--- src/rtl/hbridge_deadtime_guard.sv ---
// Shoot-through guard between the H-bridge controller and the motor driver pins.
// Each channel coasts for DEADTIME cycles before any new drive direction is applied.
module hbridge_deadtime_guard #(
    parameter int unsigned DEADTIME = 1000,
    parameter int unsigned CNT_W    = 16
) (
    input  logic       PCLK,
    input  logic       PRESERN,
    input  logic [1:0] m1_ctrl_in,
    input  logic       m1_pwm_in,
    input  logic [1:0] m2_ctrl_in,
    input  logic       m2_pwm_in,
    input  logic       fault_clr,
    output logic [1:0] motor1_ctrl,
    output logic       motor1_pwm,
    output logic [1:0] motor2_ctrl,
    output logic       motor2_pwm,
    output logic [1:0] dead_active,
    output logic [1:0] fault
);

    typedef enum logic {
        ST_RUN  = 1'b0,
        ST_DEAD = 1'b1
    } state_e;

    localparam logic [CNT_W-1:0] DEAD_LOAD = CNT_W'(DEADTIME);
    localparam logic [CNT_W-1:0] CNT_ONE   = CNT_W'(1);

    logic [1:0][1:0] ctrl_raw;
    logic [1:0]      pwm_raw;
    logic [1:0]      illegal;
    logic [1:0][1:0] ctrl_out;
    logic [1:0]      pwm_out;
    logic [1:0]      dead_out;
    logic [1:0]      fault_q, fault_d;

    assign ctrl_raw = {m2_ctrl_in, m1_ctrl_in};
    assign pwm_raw  = {m2_pwm_in, m1_pwm_in};

    for (genvar g = 0; g < 2; g++) begin : g_ch
        state_e           state_q, state_d;
        logic [1:0]       cur_q, cur_d;
        logic [1:0]       pend_q, pend_d;
        logic [CNT_W-1:0] cnt_q, cnt_d;
        logic [1:0]       ctrl_q, ctrl_d;
        logic             pwm_q, pwm_d;
        logic             dead_q, dead_d;
        logic [1:0]       new_ctrl;

        assign illegal[g] = (ctrl_raw[g] == 2'b11);
        assign new_ctrl   = illegal[g] ? 2'b00 : ctrl_raw[g];

        always_comb begin
            state_d = state_q;
            cur_d   = cur_q;
            pend_d  = pend_q;
            cnt_d   = cnt_q;
            case (state_q)
                ST_RUN: begin
                    cnt_d = '0;
                    if (new_ctrl != cur_q) begin
                        if (new_ctrl == 2'b00) begin
                            cur_d = 2'b00;
                        end else begin
                            state_d = ST_DEAD;
                            pend_d  = new_ctrl;
                            cnt_d   = DEAD_LOAD;
                        end
                    end
                end
                ST_DEAD: begin
                    if (new_ctrl == 2'b00) begin
                        state_d = ST_RUN;
                        cur_d   = 2'b00;
                        cnt_d   = '0;
                    end else if (new_ctrl != pend_q) begin
                        pend_d = new_ctrl;
                        cnt_d  = DEAD_LOAD;
                    end else if (cnt_q == CNT_ONE) begin
                        state_d = ST_RUN;
                        cur_d   = pend_q;
                        cnt_d   = '0;
                    end else if (cnt_q != '0) begin
                        cnt_d = cnt_q - CNT_ONE;
                    end
                end
                default: begin
                    state_d = ST_RUN;
                end
            endcase
            // Outputs are registered from the next state so a change is visible right after its edge.
            dead_d = (state_d == ST_DEAD);
            ctrl_d = dead_d ? 2'b00 : cur_d;
            pwm_d  = !dead_d && (cur_d != 2'b00) && pwm_raw[g];
        end

        always_ff @(posedge PCLK or negedge PRESERN) begin
            if (!PRESERN) begin
                state_q <= ST_RUN;
                cur_q   <= 2'b00;
                pend_q  <= 2'b00;
                cnt_q   <= '0;
                ctrl_q  <= 2'b00;
                pwm_q   <= 1'b0;
                dead_q  <= 1'b0;
            end else begin
                state_q <= state_d;
                cur_q   <= cur_d;
                pend_q  <= pend_d;
                cnt_q   <= cnt_d;
                ctrl_q  <= ctrl_d;
                pwm_q   <= pwm_d;
                dead_q  <= dead_d;
            end
        end

        assign ctrl_out[g] = ctrl_q;
        assign pwm_out[g]  = pwm_q;
        assign dead_out[g] = dead_q;
    end

    // A new illegal code wins over a simultaneous clear.
    assign fault_d = illegal | (fault_q & ~{2{fault_clr}});

    always_ff @(posedge PCLK or negedge PRESERN) begin
        if (!PRESERN) begin
            fault_q <= '0;
        end else begin
            fault_q <= fault_d;
        end
    end

    assign motor1_ctrl = ctrl_out[0];
    assign motor1_pwm  = pwm_out[0];
    assign motor2_ctrl = ctrl_out[1];
    assign motor2_pwm  = pwm_out[1];
    assign dead_active = dead_out;
    assign fault       = fault_q;

endmodule
--- config.mk ---
export PLATFORM = sky130hd
export DESIGN_NAME = hbridge_deadtime_guard
export DESIGN_NICKNAME = d
export VERILOG_FILES = /design/src/rtl/hbridge_deadtime_guard.sv
export SDC_FILE = /design/constraint.sdc
export NUM_CORES = 1
export LEC_CHECK = 0
export ABC_AREA = 1
export CORE_ASPECT_RATIO = 0.8
export CORE_MARGIN = 2
export CORE_UTILIZATION = 30
export CTS_CLUSTER_DIAMETER = 40
export DETAILED_ROUTE_END_ITERATION = 8
export HOLD_SLACK_MARGIN = 0.06
export PLACE_DENSITY_LB_ADDON = 0.1
export SLEW_MARGIN = 15
export SYNTH_ARGS = -nofsm -noshare
export SYNTH_HDL_FRONTEND = slang
export SYNTH_SLANG_ARGS = --single-unit
export TNS_END_PERCENT = 5
--- constraint.sdc ---
create_clock -name PCLK -period 1.5 [get_ports PCLK]
set_clock_uncertainty 0.1 [all_clocks]
set_input_delay 0.45 -clock PCLK [delete_from_list [all_inputs] [get_ports PCLK]]
set_output_delay 0.45 -clock PCLK [all_outputs]
set_load 0.02 [all_outputs]
Yosys cells after proc, flatten, opt, wreduce, memory -nomap -nowiden
Cells that the tools add are included.
W data, S select, Z words.

storage, ports and cells
  flip-flop bits (word level) = 50
  input port bits = 9
  output and inout port bits = 10

operators by class
  add/sub/neg operators = 2
  equal/unequal tests = 18
  mux-type cells = 52
  bitwise logic cells = 5
  reduce and logical (&&, ||, !) cells = 14

operators by type and width
  kind                     count
  $mux W16                 8
  $pmux W16 S2             2
  $mux W2                  22
  $mux W10                 4
  $eq A16 B1 Y1 const B    2
  $reduce_bool A16 Y1      2
  $sub A16 B1 Y16 const B  2
  $pmux W2 S2              4
  $ne A2 B2 Y1 const B     6
  $mux W1                  10
  $ne A5 B1 Y1 const B     2
  $ne A2 B2 Y1             4
  $reduce_and A4 Y1        2
  $eq A2 B2 Y1 const B     2
  $logic_and A1 B1 Y1      4
  $logic_not A2 Y1         2
  $ne A2 B1 Y1 const B     2
  $pmux W1 S2              2
  $reduce_bool A2 Y1       2
  $and A2 B2 Y2            1
  $logic_not A1 Y1         2
  $not A1 Y1               2
  $not A2 Y2               1
  $or A2 B2 Y2             1

Longest topological paths before layout
Gate-level depths: netlist (run 1).

  depth in word-level cells = 9
  mapped depth = 13
  gate-level depth less buffers = 13

Worst setup path before layout (run 1)
OpenSTA, ideal clock, no wires.

  kind = input to register
  start point = in m2_ctrl_in[0]
  end point = reg g_ch[1].cnt_q[3]
  arrival = 1.522 ns
  data required time = 1.272 ns
  slack = -0.250 ns
  stages = 10
  buffers on the path = 0
  cells stage by stage = inv_1 ha_1 nor2_2 inv_1 nor2_2 nand2_2 nor2_4 inv_2 nand2_1 a31oi_1

between the ends
  word-level cells in the longest chain between the ends = 6
  elaborated cells on any way between the ends = 11

RTL lines
  item                                                     RTL line    source
  from (decl)                                              11          input logic [1:0] m2_ctrl_in,
  $eq A2 B2 Y1                                             51          assign illegal[g] = (ctrl_raw[g] == 2'b11);
  $mux W2 (*)                                              52          assign new_ctrl = illegal[g] ? 2'b00 : ctrl_raw[g];
  $ne A2 B2 Y1 / $logic_not A2 Y1 (equally long branches)  77, 63, 73
  $mux W16 / $mux W10 (equally long branches)              77, 63
  $mux W16 / $mux W10 (equally long branches)              73, 62
  $pmux W16 S2                                             59          case (state_q)
  to (signal assigned)                                     111         cnt_q <= cnt_d;
  to (decl)                                                45          logic [CNT_W-1:0] cnt_q, cnt_d;

Mark *: on every way between the ends. The rest lies on a longest branch, timed or not.
A chain may end at the register's enable or synchronous reset.

Worst setup path in the final report (run 1)
  start point = reg g_ch[0].cnt_q[1]
  end point = reg g_ch[0].cnt_q[6]

between the ends
  word-level cells in the longest chain between the ends = 6
  elaborated cells on any way between the ends = 9

RTL lines
  item                    RTL line  source
  from (decl)             45
  from (signal assigned)  111
  $sub A16 B1 Y16         85        cnt_d = cnt_q - CNT_ONE;
  $mux W16                84        end else if (cnt_q != '0) begin
  $mux W16                80        end else if (cnt_q == CNT_ONE) begin
  $mux W16                77        end else if (new_ctrl != pend_q) begin
  $mux W16                73        if (new_ctrl == 2'b00) begin
  $pmux W16 S2            59

Parallel ways exist; a longest one is shown, timed or not. The select of a mux whose other input is x is not followed.

==> results_dict.tcl, run 1 <==
set metrics [dict create \
    status "finished, violations left" \
    violations "negative setup slack" \
    hold_class "flop to flop" \
    drt_iter0_markers 56 \
    holdPathStages 1 \
    clk_pin_slew_worst_paths_ns 0.07 \
    grt.busiest_layer "met2" \
    synth_top_cell_by_area "dfrtp_1" \
    globalplace.congestion 0.7784 \
    critPathArrivalTime_ns 1.74 \
    met2_usage 0.2329 \
    postRouteAntennaNets 0 \
    numPortBuffers 18 \
    antennaDiodeCount 0 \
    syn_avg_cell_area_sq_um 8.230 \
    drc 0 \
    synthCells 362 \
    cts.sinks 50 \
    syn-cell-area_sq_um 2979 \
    ys_ff_latch 50 \
    critical_path_class "flop to flop" \
    seq_area_frac_synth 0.4200 \
    worst_slew_pin_slew_ns 0.3374 \
    seqCellArea_sq_um 1252 \
    drv_slew 0 \
    p_int_mw 4.470 \
    clock_path_buffers 2 \
    synth_top_area_share 0.4200 \
    p_switching_mw 2.958 \
    dpl-instance-area_sq_um 3970 \
    finalHoldViolations 0 \
    ir_drop_v 0.0005658 \
    fill_cells 964 \
    route.detailed.wl_per_inst_microns 11.57 \
    pre_cts_ws_ns -0.9968 \
    p_clk_frac 0.176 \
    power_frac_comb 0.575 \
    p_leak_nw 2.265 \
    cts_made_buffers 5 \
    max_clock_freq_mhz 604.3 \
    dr.pass1.iters 4 \
    multi_input_area_sq_um 1785 \
    clock-root-buffer "clkbuf_16" \
    grt_max_degree 30 \
    power_density_nw_per_um2 1653 \
    use_met1 0.2136 \
    r2r-end "g_ch[0].cnt_q[6]" \
    rr_worst_depth 11 \
    vias_per_cell 4.187 \
    rsz0062_at_grt "true" \
    worst_slack_ns -0.1548 \
    holdWs_ns 0.4120 \
    vias 2571 \
    endpoint_kind "flop" \
    place_inst 591 \
    period_share 1.103 \
    rows 32 \
    grt_use_total 0.1479 \
    postRouteWirelength_microns 7106 \
    final_cells 614 \
    cp.required_ns 1.59 \
    drive_gt1_frac 0.4770 \
    r2r_start "g_ch[0].cnt_q[1]" \
    overflow 0 \
    tritoncts "built" \
    area_delta_synth_final_pct 50.86 \
    start_util 0.3087 \
    die_area_sq_um 10750 \
    antenna_found_initial 0 \
    h-tree-depth 2 \
    slew_headroom 0.7751 \
    critPathLaunch "g_ch[0].cnt_q[1]" \
    grt_pass1_vias 2688 \
    critical_path.startpoint_type "flop" \
    ys.warnings.count 0 \
    pwr-share-seq 0.249 \
    grt_use_met3 0.02333 \
    synth_area_leaders "dfrtp_1 42%, nand2_1 8.9%, nor2_1 6.2%" \
    grt_pass1_wl_microns 12640 \
    swShare 0.3983 \
    r2r_setup_slack_ns -0.15 \
    io-pin-count 19 \
    crit_fanout 7 \
    die_x_microns 115.4 \
    fin_area_sq_um 4494 \
    finalPower_mw 7.428 \
    yosys.cell_types.count 37 \
    coreArea_sq_um 9649 \
    min_to "g_ch[0].cnt_q[0]" \
    min_from "g_ch[0].cnt_q[0]" \
    hpwlAfterDp_microns 5402 \
    clock_latency_ns 0.29 \
    finalSetupViolCount 39 \
    maxCapViolations 0 \
    fin_nets 496 \
    die_h_microns 93.13 \
    min_period_ns 1.655 \
    syn_nets 381 \
]
[per-stage QoR]
| step | utilization | TNS [ns] |
|---|---|---|
| floorplan | - | -2.515 |
| CTS | 0.4603 | -2.708 |
| global route | 0.4658 | -7.155 |
| detailed placement | 0.4114 | -39.71 |
| global placement | 0.4114 | -37.83 |
| finish | 0.4658 | -2.647 |
[cells in the mapped netlist (all sizes together)]
master	instances
nand2	88
nor2	71
inv	52
dfrtp	50
nand3	21
a21oi	15
o21ai	12
xor2	12
ha	10
xnor2	7
a211oi	4
nor3	4
clkinv	3
buf	2
o21bai	2
o22ai	2
or2	2
a21boi	1
a21o	1
a31oi	1
nand4	1
nor3b	1
[how the worst max path moves through the flow]
stage / end / slack [ns] / depth (start not counted)
after floorplan: g_ch[1].cnt_q[3] / -0.14 / 10
after global placement: g_ch[1].cnt_q[0] / -0.88 / 10
after detailed placement: g_ch[1].cnt_q[7] / -1.0 / 9
after CTS: g_ch[0].cnt_q[15] / -0.15 / 11
after global routing: g_ch[0].cnt_q[15] / -0.28 / 11
final: g_ch[0].cnt_q[6] / -0.15 / 11
[state kept, by name, summed over array words and instances, names as in the netlist]
name         flops
g_ch.cnt_q      32
motor2_pwm       1
motor2_ctrl      2
g_ch.cur_q       4
g_ch.dead_q      2
motor1_ctrl      2
motor1_pwm       1
fault            2
g_ch.pend_q      4
[logic make-up (layout without fill, tap and decap cells)]
logic type / after synthesis / after routing / synth area share
simple gates: 188 / 188 / 0.3280
buf+inv: 57 / 173 / 0.07644
flops: 50 / 50 / 0.4200
compound gates: 38 / 38 / 0.07770
xor+xnor: 19 / 19 / 0.05586
fa+ha+maj: 10 / 10 / 0.04200
[area by class of cell]
| cell class | count | share of cell area |
|---|---|---|
| tap | 136 | 0.03786 |
| clock inverter | 3 | 0.009744 |
| sequential | 50 | 0.2787 |
| clock buffer | 5 | 0.02784 |
| multi-input combinational | 255 | 0.3973 |
| inverter | 55 | 0.05317 |
| timing repair buffer | 110 | 0.1954 |
[layer usage]
layer / vias up / routed length [microns]
li1: 1360 / -
met4: 0 / 71
met2: 27 / 3205
met5: - / 0
met3: 7 / 172
met1: 1177 / 3656
[power by group through the flow]
| stage | Clock (mW) | Combinational, mW | Sequential [mW] |
|---|---|---|---|
| floorplan | 0 | 2.09 | 1.83 |
| detailed placement | 0 | 3.57 | 1.84 |
| global placement | 0 | 3.58 | 1.84 |
| global route | 1.42 | 4.70 | 1.88 |
| finish | 1.31 | 4.27 | 1.85 |
| CTS | 1.36 | 4.10 | 1.84 |
[cell usage in the layout, fill, tap and decap left out, types with 4 or more instances in the layout]
master      n
nor2_1     33
xor2_1     12
inv_4       4
nand2_2    18
buf_4      85
clkbuf_16   5
nor2_2     18
a21oi_1    11
nor2_4     17
ha_4        7
o21ai_0     5
nand2_1    58
dfrtp_1    49
nand3_1    18
inv_2      12
inv_1      33
a21oi_2     4
nand2_4    12
buf_6       6
xnor2_1     7
buf_2      10
o21ai_1     6
[repair_timing]
| item | in CTS | in global routing |
|---|---|---|
| hold buffers | 1 | 0 |
| buffers inserted | 12 | 2 |
| setup endpoints to repair | 58 | 54 |
| endpoints found under the hold margin | 11 | 0 |
| pin swaps | 31 | 14 |
| gates resized for setup | 108 | 32 |
[worst max-delay path, stage by stage (launching register included)]
cell and delay, ns:
dfrtp_1 0.39, inv_2 0.10, buf_12 0.11, ha_4 0.14, nand2_4 0.06, nor2_4 0.11
nand2_4 0.10, buf_12 0.14, nor2_8 0.15, inv_2 0.07, o21ai_2 0.06, inv_2 0.04
Power figures use the tool's default switching activity.
==> run 2: changes to the inputs <==
--- a/config.mk
+++ b/config.mk
@@ -9,11 +9,11 @@
 export CORE_ASPECT_RATIO = 0.8
 export CORE_MARGIN = 2
 export CORE_UTILIZATION = 30
+export CTS_BUF_LIST = sky130_fd_sc_hd__clkbuf_16
 export CTS_CLUSTER_DIAMETER = 40
 export DETAILED_ROUTE_END_ITERATION = 8
 export HOLD_SLACK_MARGIN = 0.06
 export PLACE_DENSITY_LB_ADDON = 0.1
-export SLEW_MARGIN = 15
 export SYNTH_ARGS = -nofsm -noshare
 export SYNTH_HDL_FRONTEND = slang
 export SYNTH_SLANG_ARGS = --single-unit
==> results of run 2 <==
Same layout as run 1: the final DEF is identical, and so are final timing and power.
==> variant: new RTL, flow settings as in run 1 <==
`CNT_W`: 16 -> 24.
--- a/src/rtl/hbridge_deadtime_guard.sv
+++ b/src/rtl/hbridge_deadtime_guard.sv
@@ -2,7 +2,7 @@
 // Each channel coasts for DEADTIME cycles before any new drive direction is applied.
 module hbridge_deadtime_guard #(
     parameter int unsigned DEADTIME = 1000,
-    parameter int unsigned CNT_W    = 16
+    parameter int unsigned CNT_W    = 24
 ) (
     input  logic       PCLK,
     input  logic       PRESERN,
Formal check against the unedited RTL: same outputs for any inputs over 4 cycles, from zero or initial values; that may be too few to reach the edited logic, so the function may still have changed.
==> variant against run 1 <==
The run still ends with setup timing left; area after synthesis rose by 42%; largest power group unchanged; critical endpoint is now g_ch[1].cnt_q[21]; combinational power rose by 60%; setup slack worse by 0.14 ns; sequential cell count rose by 16; non-clock buffer count grew 53; via count rose by 51%; power rose by 53%; final area grew 41%; critical path type unchanged; hold slack got worse by 0.013 ns; routed wire length is 51% higher.
==> variant: results (changes against run 1) <==
[yosys]
seq_area_frac_synth = 0.3901  ; -0.02992
netlist-cell-type-count = 43  ; +16%
synth_nets = 558  ; +46%
ys_top_cells_by_area = dfrtp_1 39%, nand2_1 9.2%, inv_1 7.1%

[clock_network]
path_clk_slew_ns = 0.05  ; -0.02 ns
clock_latency_ns = 0.35  ; +0.06 ns
h-tree-depth = 3  ; +1
cts_inserted_buffers = 9  ; +4

[routing]
drtIter0Drc = 174  ; +210%
routed_wl_um = 10700  ; +51%
via_per_inst = 4.350  ; +3.9%

[power]
ir_worst_vdd_mv = 0.8911  ; +57%
leakage_nw = 3.233  ; +43%

[global_routing]
grt_pass1_wl_um = 18190  ; +44%
grt_pass1_vias = 3822  ; +42%
grt_max_degree = 67  ; +120%
track_usage = 0.1571  ; +0.009219

[placed_design]
dp_slack_ns = -1.080  ; -0.08306 ns
place.gp.congestion = 0.8073  ; +3.7%
hpwlAfterDp_um = 7737  ; +43%

[min_path]
holdPathEnd = fault[0]
min_path_type = input port to register
min_from = m1_ctrl_in[0]

[layout]
fillers = 1369  ; +42%
drive_gt1_frac = 0.4501  ; -0.02692
nets = 727  ; +47%
reg.largest.list = g_ch.cnt_q x48, g_ch.cur_q x4, g_ch.pend_q x4

[worst_setup_path]
cp_max_fo = 5  ; -2
r2r_end = g_ch[1].cnt_q[21]
cp_data_arrival_time_ns = 1.96  ; +0.22 ns
r2r_cells = 9  ; -2
path_delay_family = simple AND/OR/NAND/NOR gates

[sta]
setup_tns_ns = -9.451  ; -6.804 ns
relSlewSlack = 0.7447  ; -0.03039
setup_ws_ns = -0.2934  ; -0.1386 ns
setup_viol = 59  ; +51%

[status]
status = finished, violations left
violations = setup timing

variant: cell types whose count changed in the layout (fill, tap and decap cells not counted), sizes merged, moves of 5 or more:
cell,change
o21ai,+13
nor3,+12
nand4,+6
dfrtp,+16
nor2,+23
nand2,+36
inv,+35
clkbuf,+10
xnor2,-5
nand3,+17
buf,+55
a21oi,+9
variant: worst max path at each step:
stage                        end              start  slack (ns)  depth (start not counted)
6_report       g_ch[1].cnt_q[21]  g_ch[1].cnt_q[14]       -0.29                          9
5_1_grt        g_ch[1].cnt_q[23]  g_ch[1].cnt_q[13]       -0.39                          9
4_1_cts               motor1_pwm  g_ch[0].cnt_q[14]       -0.25                         10
3_5_place_dp   g_ch[1].cnt_q[10]      m2_ctrl_in[0]       -1.08                         15
3_3_place_gp   g_ch[1].cnt_q[15]      m2_ctrl_in[0]       -1.01                         15
2_1_floorplan  g_ch[1].cnt_q[18]      m2_ctrl_in[0]       -0.24                         12
variant: worst register-to-register path, delay by kind of cell, from the launching register on:
family                 cells  cell delay, ns
and+or+nand+nor            7            0.95
DFF                        1            0.39
AOI/OAI and AO/OA          1            0.15
buffers and inverters      1            0.12
variant: layer usage:
metal,wire length (um),track usage,share of wire,vias to the layer above
li1,-,-,-,2036
met5,0,0,0,-
met2,4631,0.2361,0.43,53
met1,5524,0.2174,0.52,1777
met4,135,0.05302,0.013,0
met3,407,0.04435,0.038,10
variant: cell type report:
class | instances | area share
clock buffer | 15 | 0.04712
clock inverter | 1 | 0.0007919
inverter | 91 | 0.05880
multi-input combinational | 375 | 0.3971
sequential | 66 | 0.2617
tap | 180 | 0.03564
timing repair buffer | 163 | 0.1988
variant: per-stage QoR:
stage	cell area, um^2	instances	hold slack, ns
3_5_place_dp	5592	855	0.4084
4_1_cts	6167	887	0.3932
5_1_grt	6320	891	0.4218
2_1_floorplan	4277	537	0.05441
3_3_place_gp	5592	855	0.4029
6_report	6320	891	0.3994
variant: cell families (layout without fill, tap and decap cells):
family | after synthesis | in the layout | share of synthesized area
compound gates | 65 | 65 | 0.08688
xor+xnor | 13 | 13 | 0.02689
fa+ha+maj | 12 | 12 | 0.03546
flops | 66 | 66 | 0.3901
buf+inv | 96 | 270 | 0.09397
simple gates | 285 | 285 | 0.3667
variant: where the power goes:
group	switching, W	internal (W)
sequential	0.000293	0.00211
clock	0.000795	0.00134
combinational	0.00358	0.00326
total	0.00467	0.00671
variant: timing repair:
item	4_1_cts	5_1_grt
setup buffers	15	4
hold buffers	1	0
pin swaps	30	19
endpoints found under the hold margin	66	0
endpoints found under the setup margin	74	65
gates resized for setup	118	44
